File: src/rtl/mem_types_pkg.sv
// Shared types and constants for the line-to-burst memory adapter.
package mem_types_pkg;

    typedef logic [255:0] line_t;
    typedef logic [63:0]  beat_t;
    typedef logic [31:0]  mask_t;

    localparam int unsigned LINE_OFFSET_BITS = 5;

    // Adapter FSM encoding (plain constants for legacy tool compatibility).
    typedef logic [2:0] adapter_state_e;

    localparam adapter_state_e ST_IDLE     = 3'd0;
    localparam adapter_state_e ST_RD_BURST = 3'd1;
    localparam adapter_state_e ST_MERGE    = 3'd2;
    localparam adapter_state_e ST_WR_BURST = 3'd3;
    localparam adapter_state_e ST_RESP     = 3'd4;
    localparam adapter_state_e ST_HOLDOFF  = 3'd5;

endpackage

File: src/rtl/line_beat_buffer.sv
// Line buffer: full-line load, beat-indexed write, byte-masked merge, beat-indexed read.
module line_beat_buffer #(
    parameter int unsigned LINE_BITS = 256,
    parameter int unsigned BEAT_BITS = 64,
    parameter int unsigned BEATS     = 4
) (
    input  logic                       clk,
    input  logic                       rst,
    input  logic                       load_en,
    input  logic [LINE_BITS-1:0]       load_data,
    input  logic                       beat_we,
    input  logic [$clog2(BEATS)-1:0]   beat_idx,
    input  logic [BEAT_BITS-1:0]       beat_wdata,
    input  logic                       merge_en,
    input  logic [LINE_BITS-1:0]       merge_data,
    input  logic [LINE_BITS/8-1:0]     merge_mask,
    input  logic [$clog2(BEATS)-1:0]   rd_idx,
    output logic [BEAT_BITS-1:0]       rd_beat,
    output logic [LINE_BITS-1:0]       line
);

    logic [LINE_BITS-1:0] buf_q;
    logic [LINE_BITS-1:0] merged;

    // Byte-wise overlay of the pending write data onto the fetched line.
    always_comb begin
        merged = buf_q;
        for (int i = 0; i < LINE_BITS / 8; i++) begin
            if (merge_mask[i]) begin
                merged[8*i +: 8] = merge_data[8*i +: 8];
            end
        end
    end

    // Buffer storage; load, merge and beat write are mutually exclusive by FSM state.
    always_ff @(posedge clk) begin
        if (rst) begin
            buf_q <= '0;
        end else if (load_en) begin
            buf_q <= load_data;
        end else if (merge_en) begin
            buf_q <= merged;
        end else if (beat_we) begin
            buf_q[beat_idx*BEAT_BITS +: BEAT_BITS] <= beat_wdata;
        end
    end

    assign rd_beat = buf_q[rd_idx*BEAT_BITS +: BEAT_BITS];
    assign line    = buf_q;

endmodule

File: src/rtl/line_burst_adapter.sv
// Converts 256-bit line read/write requests into 4-beat pmem bursts, with RMW for partial writes.
module line_burst_adapter
    import mem_types_pkg::*;
#(
    parameter int unsigned LINE_BITS = 256,
    parameter int unsigned BEAT_BITS = 64,
    parameter int unsigned BEATS     = 4,
    parameter int unsigned HOLDOFF   = 2
) (
    input  logic                   clk,
    input  logic                   rst,
    input  logic                   line_read,
    input  logic                   line_write,
    input  logic [31:0]            line_addr,
    input  logic [LINE_BITS-1:0]   line_wdata,
    input  logic [LINE_BITS/8-1:0] line_wmask,
    output logic                   line_resp,
    output logic [LINE_BITS-1:0]   line_rdata,
    output logic                   pmem_read,
    output logic                   pmem_write,
    output logic [31:0]            pmem_address,
    output logic [BEAT_BITS-1:0]   pmem_wdata,
    input  logic [BEAT_BITS-1:0]   pmem_rdata,
    input  logic                   pmem_resp
);

    localparam int unsigned OFF = $clog2(LINE_BITS / 8);
    localparam int unsigned BW  = $clog2(BEATS);
    localparam int unsigned HCW = (HOLDOFF > 1) ? $clog2(HOLDOFF) : 1;

    localparam logic [BW-1:0]  BEAT_LAST = BW'(BEATS - 1);
    localparam logic [HCW-1:0] HOLD_LAST = HCW'((HOLDOFF > 0) ? HOLDOFF - 1 : 0);

    adapter_state_e         state;
    logic [BW-1:0]          beat_cnt;
    logic [HCW-1:0]         hold_cnt;
    logic [LINE_BITS-1:0]   wdata_q;
    logic [LINE_BITS/8-1:0] wmask_q;
    logic                   rmw;

    logic accept;
    logic full_write;
    logic unused_addr;

    assign accept      = (state == ST_IDLE) && (line_read || line_write);
    assign full_write  = line_write && (&line_wmask);
    assign unused_addr = ^line_addr[OFF-1:0];

    // FSM, beat/holdoff counters and request latches.
    always_ff @(posedge clk) begin
        if (rst) begin
            state        <= ST_IDLE;
            beat_cnt     <= '0;
            hold_cnt     <= '0;
            pmem_address <= '0;
            wdata_q      <= '0;
            wmask_q      <= '0;
            rmw          <= 1'b0;
        end else begin
            case (state)
                ST_IDLE: begin
                    if (accept) begin
                        pmem_address <= {line_addr[31:OFF], {OFF{1'b0}}};
                        wdata_q      <= line_wdata;
                        wmask_q      <= line_wmask;
                        beat_cnt     <= '0;
                        // Write wins when both are high.
                        rmw          <= line_write && !full_write;
                        state        <= full_write ? ST_WR_BURST : ST_RD_BURST;
                    end
                end
                ST_RD_BURST: begin
                    if (pmem_resp) begin
                        beat_cnt <= beat_cnt + 1'b1;
                        if (beat_cnt == BEAT_LAST) begin
                            state <= rmw ? ST_MERGE : ST_RESP;
                        end
                    end
                end
                ST_MERGE: begin
                    beat_cnt <= '0;
                    state    <= ST_WR_BURST;
                end
                ST_WR_BURST: begin
                    if (pmem_resp) begin
                        beat_cnt <= beat_cnt + 1'b1;
                        if (beat_cnt == BEAT_LAST) begin
                            state <= ST_RESP;
                        end
                    end
                end
                ST_RESP: begin
                    hold_cnt <= '0;
                    state    <= (HOLDOFF == 0) ? ST_IDLE : ST_HOLDOFF;
                end
                ST_HOLDOFF: begin
                    // Requester's registered request lags line_resp; ignore it here.
                    hold_cnt <= hold_cnt + 1'b1;
                    if (hold_cnt == HOLD_LAST) begin
                        state <= ST_IDLE;
                    end
                end
                default: state <= ST_IDLE;
            endcase
        end
    end

    // Outputs decoded from state.
    always_comb begin
        pmem_read  = (state == ST_RD_BURST);
        pmem_write = (state == ST_WR_BURST);
        line_resp  = (state == ST_RESP);
    end

    line_beat_buffer #(
        .LINE_BITS (LINE_BITS),
        .BEAT_BITS (BEAT_BITS),
        .BEATS     (BEATS)
    ) u_buf (
        .clk        (clk),
        .rst        (rst),
        .load_en    (accept && full_write),
        .load_data  (line_wdata),
        .beat_we    (pmem_read && pmem_resp),
        .beat_idx   (beat_cnt),
        .beat_wdata (pmem_rdata),
        .merge_en   (state == ST_MERGE),
        .merge_data (wdata_q),
        .merge_mask (wmask_q),
        .rd_idx     (beat_cnt),
        .rd_beat    (pmem_wdata),
        .line       (line_rdata)
    );

    a_rw_both: assert property (@(posedge clk) disable iff (rst)
        !(state == ST_IDLE && line_read && line_write));
    a_stray_resp: assert property (@(posedge clk) disable iff (rst)
        pmem_resp |-> (state == ST_RD_BURST || state == ST_WR_BURST));
    a_rw_excl: assert property (@(posedge clk) !(pmem_read && pmem_write));

endmodule

File: config.mk
export PLATFORM = sky130hd
export DESIGN_NAME = line_burst_adapter
export DESIGN_NICKNAME = d
export VERILOG_FILES = /design/src/rtl/mem_types_pkg.sv /design/src/rtl/line_beat_buffer.sv /design/src/rtl/line_burst_adapter.sv
export SDC_FILE = /design/constraint.sdc
export NUM_CORES = 1
export LEC_CHECK = 0
export ABC_AREA = 1
export CORE_AREA = 5 5 283 285
export DETAILED_ROUTE_END_ITERATION = 16
export DIE_AREA = 0 0 288 290
export PLACE_DENSITY = 0.69
export SLEW_MARGIN = 20
export SYNTH_ARGS = -nofsm -noshare
export SYNTH_HDL_FRONTEND = slang
export SYNTH_HIERARCHICAL = 1
export SYNTH_SLANG_ARGS = --single-unit
File: constraint.sdc
create_clock -name clk -period 3.2 [get_ports clk]
set_input_delay 0.32 -clock clk [delete_from_list [all_inputs] [get_ports clk]]
set_output_delay 0.32 -clock clk [all_outputs]
set_load 0.05 [all_outputs]
==> results of run 1 <==
## critical path, cell delays in order, from the launching register on
cell	delay [ns]
dfxtp_1	0.38
inv_4	0.52
buf_4	0.43
o21ai_0	0.14
a21oi_1	0.22
a21oi_1	0.11
buf_12	0.16
## worst min path at each step
| stage | from | depth (start not counted) | endpoint | slack (ns) |
|---|---|---|---|---|
| finish | rst | 4 | u_buf/line[33]$_SDFFE_PP0P_ | 0.22 |
| global route | rst | 4 | u_buf/line[155]$_SDFFE_PP0P_ | 0.23 |
| CTS | rst | 4 | u_buf/line[32]$_SDFFE_PP0P_ | 0.18 |
| detailed placement | wdata_q[135]$_SDFFE_PP0P_ | 2 | wdata_q[135]$_SDFFE_PP0P_ | 0.45 |
| global placement | pmem_address[27]$_SDFFE_PP0P_ | 2 | pmem_address[27]$_SDFFE_PP0P_ | 0.45 |
| floorplan | wdata_q[212]$_SDFFE_PP0P_ | 2 | wdata_q[212]$_SDFFE_PP0P_ | 0.44 |
## cells by family (layout without fill, tap and decap cells)
logic type               count (synthesis)  in the layout
other                                    1             53
flip-flops                             578            578
AO/OA/AOI/OAI                          645            645
adder cells (fa/ha/maj)                  6              6
AND/OR/NAND/NOR                       3242           3242
buffers and inverters                 1007           1540
## per-stage QoR
| stage | cells | power [mW] | hold slack (ns) | util (%) | worst slack [ns] |
|---|---|---|---|---|---|
| after floorplan | 5483 | 22.5 | 0.439 | - | 0.923 |
| after global placement | 6934 | 28.9 | 0.448 | 52.7 | 0.134 |
| after global routing | 7091 | 38.8 | 0.225 | 55.8 | 0.143 |
| final | 7104 | 37.1 | 0.220 | 55.8 | 0.287 |
| after detailed placement | 6934 | 29.1 | 0.452 | 52.7 | 0.0703 |
| after CTS | 7056 | 37.0 | 0.180 | 55.7 | 0.279 |
## final cells by class
class	instances	share of cell area (%)
repair buffers	811	20.0
clock inverters	16	0.329
multi-input cells	3898	39.2
flip-flops and latches	578	26.9
well taps	1040	3.02
inverters	607	5.38
diodes	48	0.279
clock buffers	106	4.88
## power groups by stage
| stage | Clock (mW) | Sequential (mW) | Combinational [mW] |
|---|---|---|---|
| 2_1_floorplan | 0 | 12.6 | 9.81 |
| 3_3_place_gp | 0 | 10.4 | 18.5 |
| 3_5_place_dp | 0 | 10.5 | 18.7 |
| 4_1_cts | 7.97 | 10.3 | 18.7 |
| 5_1_grt | 8.29 | 10.5 | 20.0 |
| 6_report | 7.89 | 10.4 | 18.9 |
## state kept, by name (all words and copies together), names as in the netlist
name	flops
u_buf/line	256
wmask_q	32
beat_cnt	2
pmem_address	27
rmw	1
hold_cnt	1
state	3
wdata_q	256
## cell usage in the layout (no fill, tap or decap), types with 4 or more instances in the layout
| cell type | instances |
|---|---|
| a21oi_1 | 552 |
| buf_12 | 68 |
| buf_4 | 74 |
| clkbuf_1 | 18 |
| clkbuf_16 | 73 |
| clkbuf_8 | 15 |
| clkdlybuf4s50_1 | 668 |
| clkinv_2 | 11 |
| conb_1 | 5 |
| dfxtp_1 | 577 |
| diode_2 | 48 |
| ha_1 | 5 |
| inv_1 | 600 |
| nand2_1 | 1800 |
| nand2_4 | 6 |
| nand3_1 | 728 |
| nand3_2 | 10 |
| nor2_1 | 683 |
| nor2_4 | 4 |
| o21ai_0 | 69 |
| o21ai_2 | 4 |
| o21ai_4 | 20 |
## per-layer routing
layer	GRT usage, %	share of wire [%]	vias up
li1	-	-	17991
met1	42.0	39	17313
met2	52.6	45	1884
met3	7.83	9.8	392
met4	19.2	6.0	30
met5	0	0.13	-
==> out/qor.yml, run 1 <==
total_switching_power_mw: 17.7
grt-ovfl-total: 0
synth-seq-cells: 578
worst_pin_slew_ns: 1.25
cts_setup_buffers: 0
place_area_um2: 40700
track_usage_pct: 33.5
r2r_cells: 11
cts_hold_buf: 0
synthTopCellsByCount: "1803 x nand2_1, 728 x nand3_1, 684 x nor2_1"
setup_viol: 0
synth_edf_count: 0
status: "complete, no violations"
ys_seq_area_share_pct: 35.4
stdcell_area_um2: 43000
timing.reg2reg.setup_slack_ns: 0.35
synth_top_family_by_area: "simple AND/OR/NAND/NOR gates"
antenna_found_initial: 63
maxCapViolations: 0
die_y_um: 290
synth_area_um2: 32700
via_per_inst: 5.29
drc_errors: 0
synth_top_area_share_pct: 35.4
cp.arrival_ns: 2.59
finalHoldViolCount: 0
crit_path_start: "beat_cnt[1]$_SDFFE_PP0P_"
drt_wl_total_um: 149000
synth_compound_area_share_pct: 10.6
multiInputGateArea_um2: 16900
clk_latency_ns: 0.61
wl_per_cell_um: 21.0
syn_avg_cell_area_um2: 5.97
crit_fanout: 48
grt_pass1_vias: 33918
gp_congestion: 0.944
regArea_um2: 11600
core_area_um2: 77100
synthAdderAreaFrac_pct: 0.229
synth_flop_cell: "dfxtp_1"
synthCells: 5479
clkPwrFrac_pct: 21.3
area_delta_synth_final_pct: 31.5
power.share.sequential_pct: 27.9
fin_crit_ns: 2.91
crit_type: "register to output port"
cts_tree: "yes"
slew_headroom_pct: 16.7
drtPass1Iterations: 6
cts-resized-gates: 0
clockBufferDepth: 3
numCtsBuffers: 68
max_freq_mhz: 343
internal-power_mw: 19.4
async_flop_share_pct: 0
r2r_start: "state[0]$_SDFFE_PP0P_"
synth-xor-area-share_pct: 0
vdd_drop_max_mv: 0.783
period_share_pct: 91.0
n_fill_cell: 7666
p_leak_nw: 19.8
skew_ns: 0.0265
r2r-end: "u_buf/line[189]$_SDFFE_PP0P_"
dieArea_um2: 83500
yosysTopAreaCell: "dfxtp_1"
numClockSinks: 578
grt_start_max_net_pins: 182
vias: 37610
rsz0062_at_grt: "false"
io_pins: 744
grt_pass1_wl_um: 217000
swShare_pct: 47.7
critPathCapture: "pmem_wdata[33]"
drive_gt1_share_pct: 5.14
cts_max_level: 3
fin_tns_setup_ns: 0
start_util_pct: 42.4
power_density_nw_per_um2: 863
nets: 6359
cts.clk_slew.worst_paths_ns: 0.06
slew_viol_final: 0
synthTopCellsByArea: "dfxtp_1 35%, nand2_1 21%, nand3_1 11%"
port_buffers: 733
rows: 102
crit_path_end_kind: "output port"
ant_nets: 0
synth_most_common_cell: "nand2_1"
cp-start-kind: "register"
combPwrFrac_pct: 50.8
yosysWarningCount: 6
muxShareOfSynthArea_pct: 0
drt_iter0_markers: 4270
ys_types: 26
critPathRequiredTime_ns: 2.88
synthSimpleGateAreaFrac_pct: 40.4
hpwl_um: 102000
cts_root_buffer: "clkbuf_16"
hp-class: "input pin to register"
die_x_um: 288
Note: power is estimated with default switching activity, not from simulation.
==> run 2: changes to the inputs <==
--- a/config.mk
+++ b/config.mk
@@ -6,11 +6,12 @@
 export NUM_CORES = 1
 export LEC_CHECK = 0
 export ABC_AREA = 1
+export CAP_MARGIN = 10
 export CORE_AREA = 5 5 283 285
 export DETAILED_ROUTE_END_ITERATION = 16
 export DIE_AREA = 0 0 288 290
+export MAX_ROUTING_LAYER = met4
 export PLACE_DENSITY = 0.69
-export SLEW_MARGIN = 20
 export SYNTH_ARGS = -nofsm -noshare
 export SYNTH_HDL_FRONTEND = slang
 export SYNTH_HIERARCHICAL = 1
==> run 2 against run 1 <==
Register-to-register slack improved by 0.04 ns. Count of clock-buffer cells in the layout fell by 1. Wire length barely moved. Power rose by 1.3%. Sequential cell count did not move. Combinational power barely moved. Clock power rose by 3.9%. Largest cell class unchanged. Highest routed layer is now met4.
==> out/qor.yml, run 2 (synthesized netlist as in run 1, its figures left out) <==
grt_pass1_wl_um: 218000
maxCapViolations: 0
cp-start-kind: "register"
critPathTopFamily: "buffers and inverters"
crit_path_start: "beat_cnt[1]$_SDFFE_PP0P_"
final_common_cell: "nand2_1"
clkPwrFrac_pct: 21.8
power_density_nw_per_um2: 872
grt_start_max_net_pins: 146
vdd_drop_max_mv: 0.777
max_freq_mhz: 341
timing.reg2reg.setup_slack_ns: 0.39
io_pins: 744
p_leak_nw: 19.8
crit_path_cell_trace: "buf_4 -> inv_4 -> buf_4 -> a21oi_1 -> a21oi_1 -> buf_4"
drive_gt1_share_pct: 5.07
die_y_um: 290
cts_tree: "yes"
critical_path.max_stage_delay_ns: 0.47
cts-resized-gates: 0
drt_iter0_markers: 4510
power.share.sequential_pct: 27.5
r2r_cells: 13
critPathBufInv: 4
min_from: "rst"
whs_path_depth: 4
drt_wl_total_um: 149000
path_common_cell: "buf_4"
start_util_pct: 42.4
vias: 37741
worst_pin_slew_ns: 1.11
rows: 102
hpwl_um: 103000
status: "complete, no violations"
r2r-end: "u_buf/line[94]$_SDFFE_PP0P_"
area_delta_synth_final_pct: 31.9
gp_congestion: 0.974
clk_latency_ns: 0.62
rsz0062_at_grt: "false"
grt_pass1_vias: 34001
crit_fanout: 52
die_x_um: 288
place_inst: 6933
clockBufferDepth: 3
core_area_um2: 77100
combPwrFrac_pct: 50.7
cts_hold_buf: 0
final_cell_mix: "1800 x nand2_1, 728 x nand3_1, 683 x nor2_1"
numClockSinks: 578
cts_setup_buffers: 0
nets: 6358
slew_viol_final: 0
period_share_pct: 91.7
fin_tns_setup_ns: 0
setup_viol: 0
track_usage_pct: 34.6
slowest_stage: "inv_4"
swShare_pct: 47.3
slew_headroom_pct: 26.1
dieArea_um2: 83500
finalHoldViolCount: 0
wl_per_cell_um: 21.0
grt-ovfl-total: 0
skew_ns: 0.0274
n_fill_cell: 7732
fin_crit_ns: 2.94
cts_root_buffer: "clkbuf_16"
r2r_start: "state[2]$_SDFFE_PP0P_"
layout.cells.non_filler: 7120
internal-power_mw: 19.9
hp-class: "input pin to register"
crit_path_end_kind: "output port"
numCtsBuffers: 68
total_switching_power_mw: 17.8
crit_type: "register to output port"
via_per_inst: 5.30
hold_end: "u_buf/line[100]$_SDFFE_PP0P_"
antenna_found_initial: 66
cp.arrival_ns: 2.62
cts_max_level: 3
port_buffers: 733
ant_nets: 0
drtPass1Iterations: 6
cts.clk_slew.worst_paths_ns: 0.06
critPathRequiredTime_ns: 2.88
drc_errors: 0
[run 2: changes by cell type in the layout (fill, tap and decap cells not counted), sizes merged]
cell / previous run / this run
diode: 48 / 66
clkinv: 14 / 7
bufinv: 1 / 6
inv: 607 / 609
buf: 143 / 142
clkbuf: 106 / 105
[run 2: per-stage QoR]
stage | util (%) | instance area [µm²] | hold WS (ns) | power (mW) | setup WS (ns)
after global placement | 52.8 | 40700 | 0.447 | 29.1 | 0.0977
after global routing | 56.0 | 43100 | 0.231 | 39.4 | 0.196
after detailed placement | 52.8 | 40700 | 0.452 | 29.3 | 0.0862
final | 56.0 | 43200 | 0.224 | 37.6 | 0.264
after floorplan | - | 32700 | 0.439 | 22.5 | 0.923
after CTS | 55.8 | 43000 | 0.189 | 37.5 | 0.226
[run 2: worst reg2reg max path: stages (launching register included)]
cell and delay (ns):
dfxtp_1 0.45, inv_2 0.05, nand2_1 0.18, nor2_1 0.10, nand3_1 0.22, inv_8 0.09
inv_8 0.09, nand2_1 0.08, nor2_4 0.83, buf_4 0.37, nand2_1 0.09, nand2_1 0.07
nor2_1 0.04, nor2_1 0.10
[run 2: area by class of cell]
class	count	area [µm²]	area share [%]
well taps	1040	1300	3.02
repair buffers	810	8620	20.0
multi-input cells	3898	16900	39.1
inverters	607	2310	5.36
flip-flops and latches	578	11600	26.8
diodes	66	165	0.383
clock buffers	105	2060	4.76
clock inverters	16	263	0.609
[run 2: layer usage]
layer	share of wire, %	global-route usage, %	wire, µm	vias to the layer above
met5	0	-	0	-
met4	5.8	19.5	8640	0
met3	10	6.81	14900	353
met2	45	53.0	67800	2092
met1	39	42.8	57800	17272
li1	-	-	-	18024
[run 2: worst max-delay path by stage]
stage | to | slack (ns) | cells after the start
floorplan | u_buf/line[209]$_SDFFE_PP0P_ | 0.92 | 12
global placement | u_buf/line[92]$_SDFFE_PP0P_ | 0.1 | 15
detailed placement | u_buf/line[49]$_SDFFE_PP0P_ | 0.09 | 13
CTS | pmem_wdata[41] | 0.23 | 6
global route | u_buf/line[189]$_SDFFE_PP0P_ | 0.20 | 11
finish | pmem_wdata[40] | 0.26 | 6
[run 2: power groups by stage]
stage / sequential, mW / clock (mW) / combinational (mW)
2_1_floorplan: 12.6 / 0 / 9.81
3_5_place_dp: 10.5 / 0 / 18.8
5_1_grt: 10.5 / 8.61 / 20.2
3_3_place_gp: 10.4 / 0 / 18.7
4_1_cts: 10.3 / 8.30 / 18.9
6_report: 10.4 / 8.20 / 19.1
==> edit (flow settings as in run 1) <==
Register the output `line_rdata`, cleared by the reset; this adds one clock of latency there. The other outputs are not delayed to match.
--- a/src/rtl/line_burst_adapter.sv
+++ b/src/rtl/line_burst_adapter.sv
@@ -31,4 +31,6 @@
     localparam logic [BW-1:0]  BEAT_LAST = BW'(BEATS - 1);
     localparam logic [HCW-1:0] HOLD_LAST = HCW'((HOLDOFF > 0) ? HOLDOFF - 1 : 0);
+
+    logic [LINE_BITS-1:0] line_rdata_d;
 
     adapter_state_e         state;
@@ -130,5 +132,5 @@
         .rd_idx     (beat_cnt),
         .rd_beat    (pmem_wdata),
-        .line       (line_rdata)
+        .line       (line_rdata_d)
     );
 
@@ -139,4 +141,12 @@
     a_rw_excl: assert property (@(posedge clk) !(pmem_read && pmem_write));
 
+    always_ff @(posedge clk) begin
+        if (rst) begin
+            line_rdata <= '0;
+        end else begin
+            line_rdata <= line_rdata_d;
+        end
+    end
+
 endmodule
 
Check against the original RTL: not settled (the Yosys comparison gave no result); the edit may change what the design does.
==> edit against run 1 <==
- total power grew 13%
- clock power up 47%
- synthesized area increased by 28%
- worst setup slack lost 0.21 ns
- routed wire length rose by 10%
- sequential cell count rose by 256
- design area is 22% higher
- fmax down 6.7%
- global-route usage up 3.9 points
- final cell count is 12% higher
- core utilization up 13 points
- first-iteration DRC count up 9.9%
==> edit: results (changes against run 1) <==
- Arr. time, crit path: 2.80 ns (+0.21 ns)
- TritonRoute pass-1 iters: 7 (+1)
- Largest cells by area after synthesis: sky130_fd_sc_hd__dfxtp_1 40%, sky130_fd_sc_hd__nand2_1 16%, sky130_fd_sc_hd__nor2_1 8.4%
- Setup slack on the worst flop-to-flop path: 0.23 ns (-0.12 ns)
- Worst voltage drop across the vdd grid: 0.0009400 V (+20%)
- Insertion delay to the later sink of the worst-skew pair: 0.66 ns (+0.05 ns)
- Leading post-synthesis cells by instance count: 1,800 x sky130_fd_sc_hd__nand2_1, 940 x sky130_fd_sc_hd__nor2_1, 858 x sky130_fd_sc_hd__inv_1
- Post-synthesis cell type count: 32 (+23%)
- Minimum clock period: 3.121 ns (+0.2082 ns)
- Via count: 42,128 (+12%)
- HPWL reported at the end of detailed placement: 113,300 µm (+11%)
- Post-Synthesis Cells: 6,271 (+14%)
- Total number of nets in the final design: 7,175 (+13%)
- Number of buffers inserted during clock tree synthesis: 93 (+37%)
- Routed wire length per instance: 20.69 µm (-1.5%)
- Wire length of the first global-routing pass: 242,000 µm (+12%)
- Worst slack after detailed placement: -0.07793 ns (-0.1482 ns)
- Clock skew after layout: 0.02879 ns (+0.002267 ns)
- Largest driver fanout on the critical path: 55 (+15%)
- Layout cells sized above 1: 11.00% (+5.9 points)
- Result of the run: finished clean
- CP peak stage delay: 0.59 ns (+0.07 ns)
- Minimum hold slack: 0.04541 ns (-0.1747 ns)
- Vias in the first global route: 37,948 (+12%)
- Violation count after the first detailed-route iteration: 4,692 (+9.9%)
- Overall track demand over capacity in global routing: 37.36% (+3.9 points)
- Share of the yosys chip area belonging to registers: 39.98% (+4.6 points)
- Measured slew at the worst slew-check pin: 1.091 ns (-0.1585 ns)
- Maximum number of pins on one net before global-route repair: 136 (-25%)
- Standby leakage power: 23.63 nW (+19%)
- Antenna violations before repair: 69 (+9.5%)
- Slowest stage cell, crit path: sky130_fd_sc_hd__dlygate4sd2_1
- Final cell count without fillers: 7,951 (+12%)
- Number of instances resized during post-cts repair: 9 (+9)
-- edit: final cells by class --
cell class / instances / area [µm²]
diodes: 57 / 142.6
clock buffers: 133 / 2749
clock inverters: 36 / 570.5
fillers: 6982 / 24400
inverters: 860 / 3274
multi-input cells: 4153 / 19530
flip-flops and latches: 834 / 16700
well taps: 1040 / 1301
repair buffers: 838 / 8421
-- edit: path summary, 6_finish.rpt --
path / endpoint / depth (start not counted) / from
worst max register to register: u_buf/line[190] / 11 / state[2]
worst min-delay path: line_rdata[21] / 2 / rst
worst min register to register: line_rdata[90] / 2 / u_buf/line[90]
worst max-delay path: pmem_wdata[31] / 5 / beat_cnt[0]
-- edit: kinds of logic (layout without fill, tap and decap cells) --
logic type      after synthesis  in the layout  synth area share [%]
simple gates               3496           3496                 36.24
buf+inv                    1288           1867                 13.46
flops                       834            834                 39.98
compound gates              646            646                 10.12
fa+ha+maj                     6              6                0.1798
other cells                   1             62              0.008980
-- edit: per-layer routing --
layer / routed length (µm) / share of wire, % / global-route usage (%)
met5: 159 / 0.097 / 0
met4: 7975 / 4.8 / 18.48
met3: 17190 / 10 / 8.909
met2: 74320 / 45 / 58.26
met1: 64820 / 39 / 48.54
-- edit: where the power goes --
part	internal [mW]	leakage, nW	switching, mW	total, mW
Clock	7.09	1.64	4.51	11.6
Combinational	4.99	15.2	11.7	16.7
Sequential	12.4	6.80	1.38	13.8
Total	24.5	23.6	17.6	42.1
-- edit: critical path, delay by kind of cell, from the launching register on --
family | cells | cell delay [ns]
compound gates | 3 | 0.83
flops | 1 | 0.51
buf+inv | 2 | 0.75
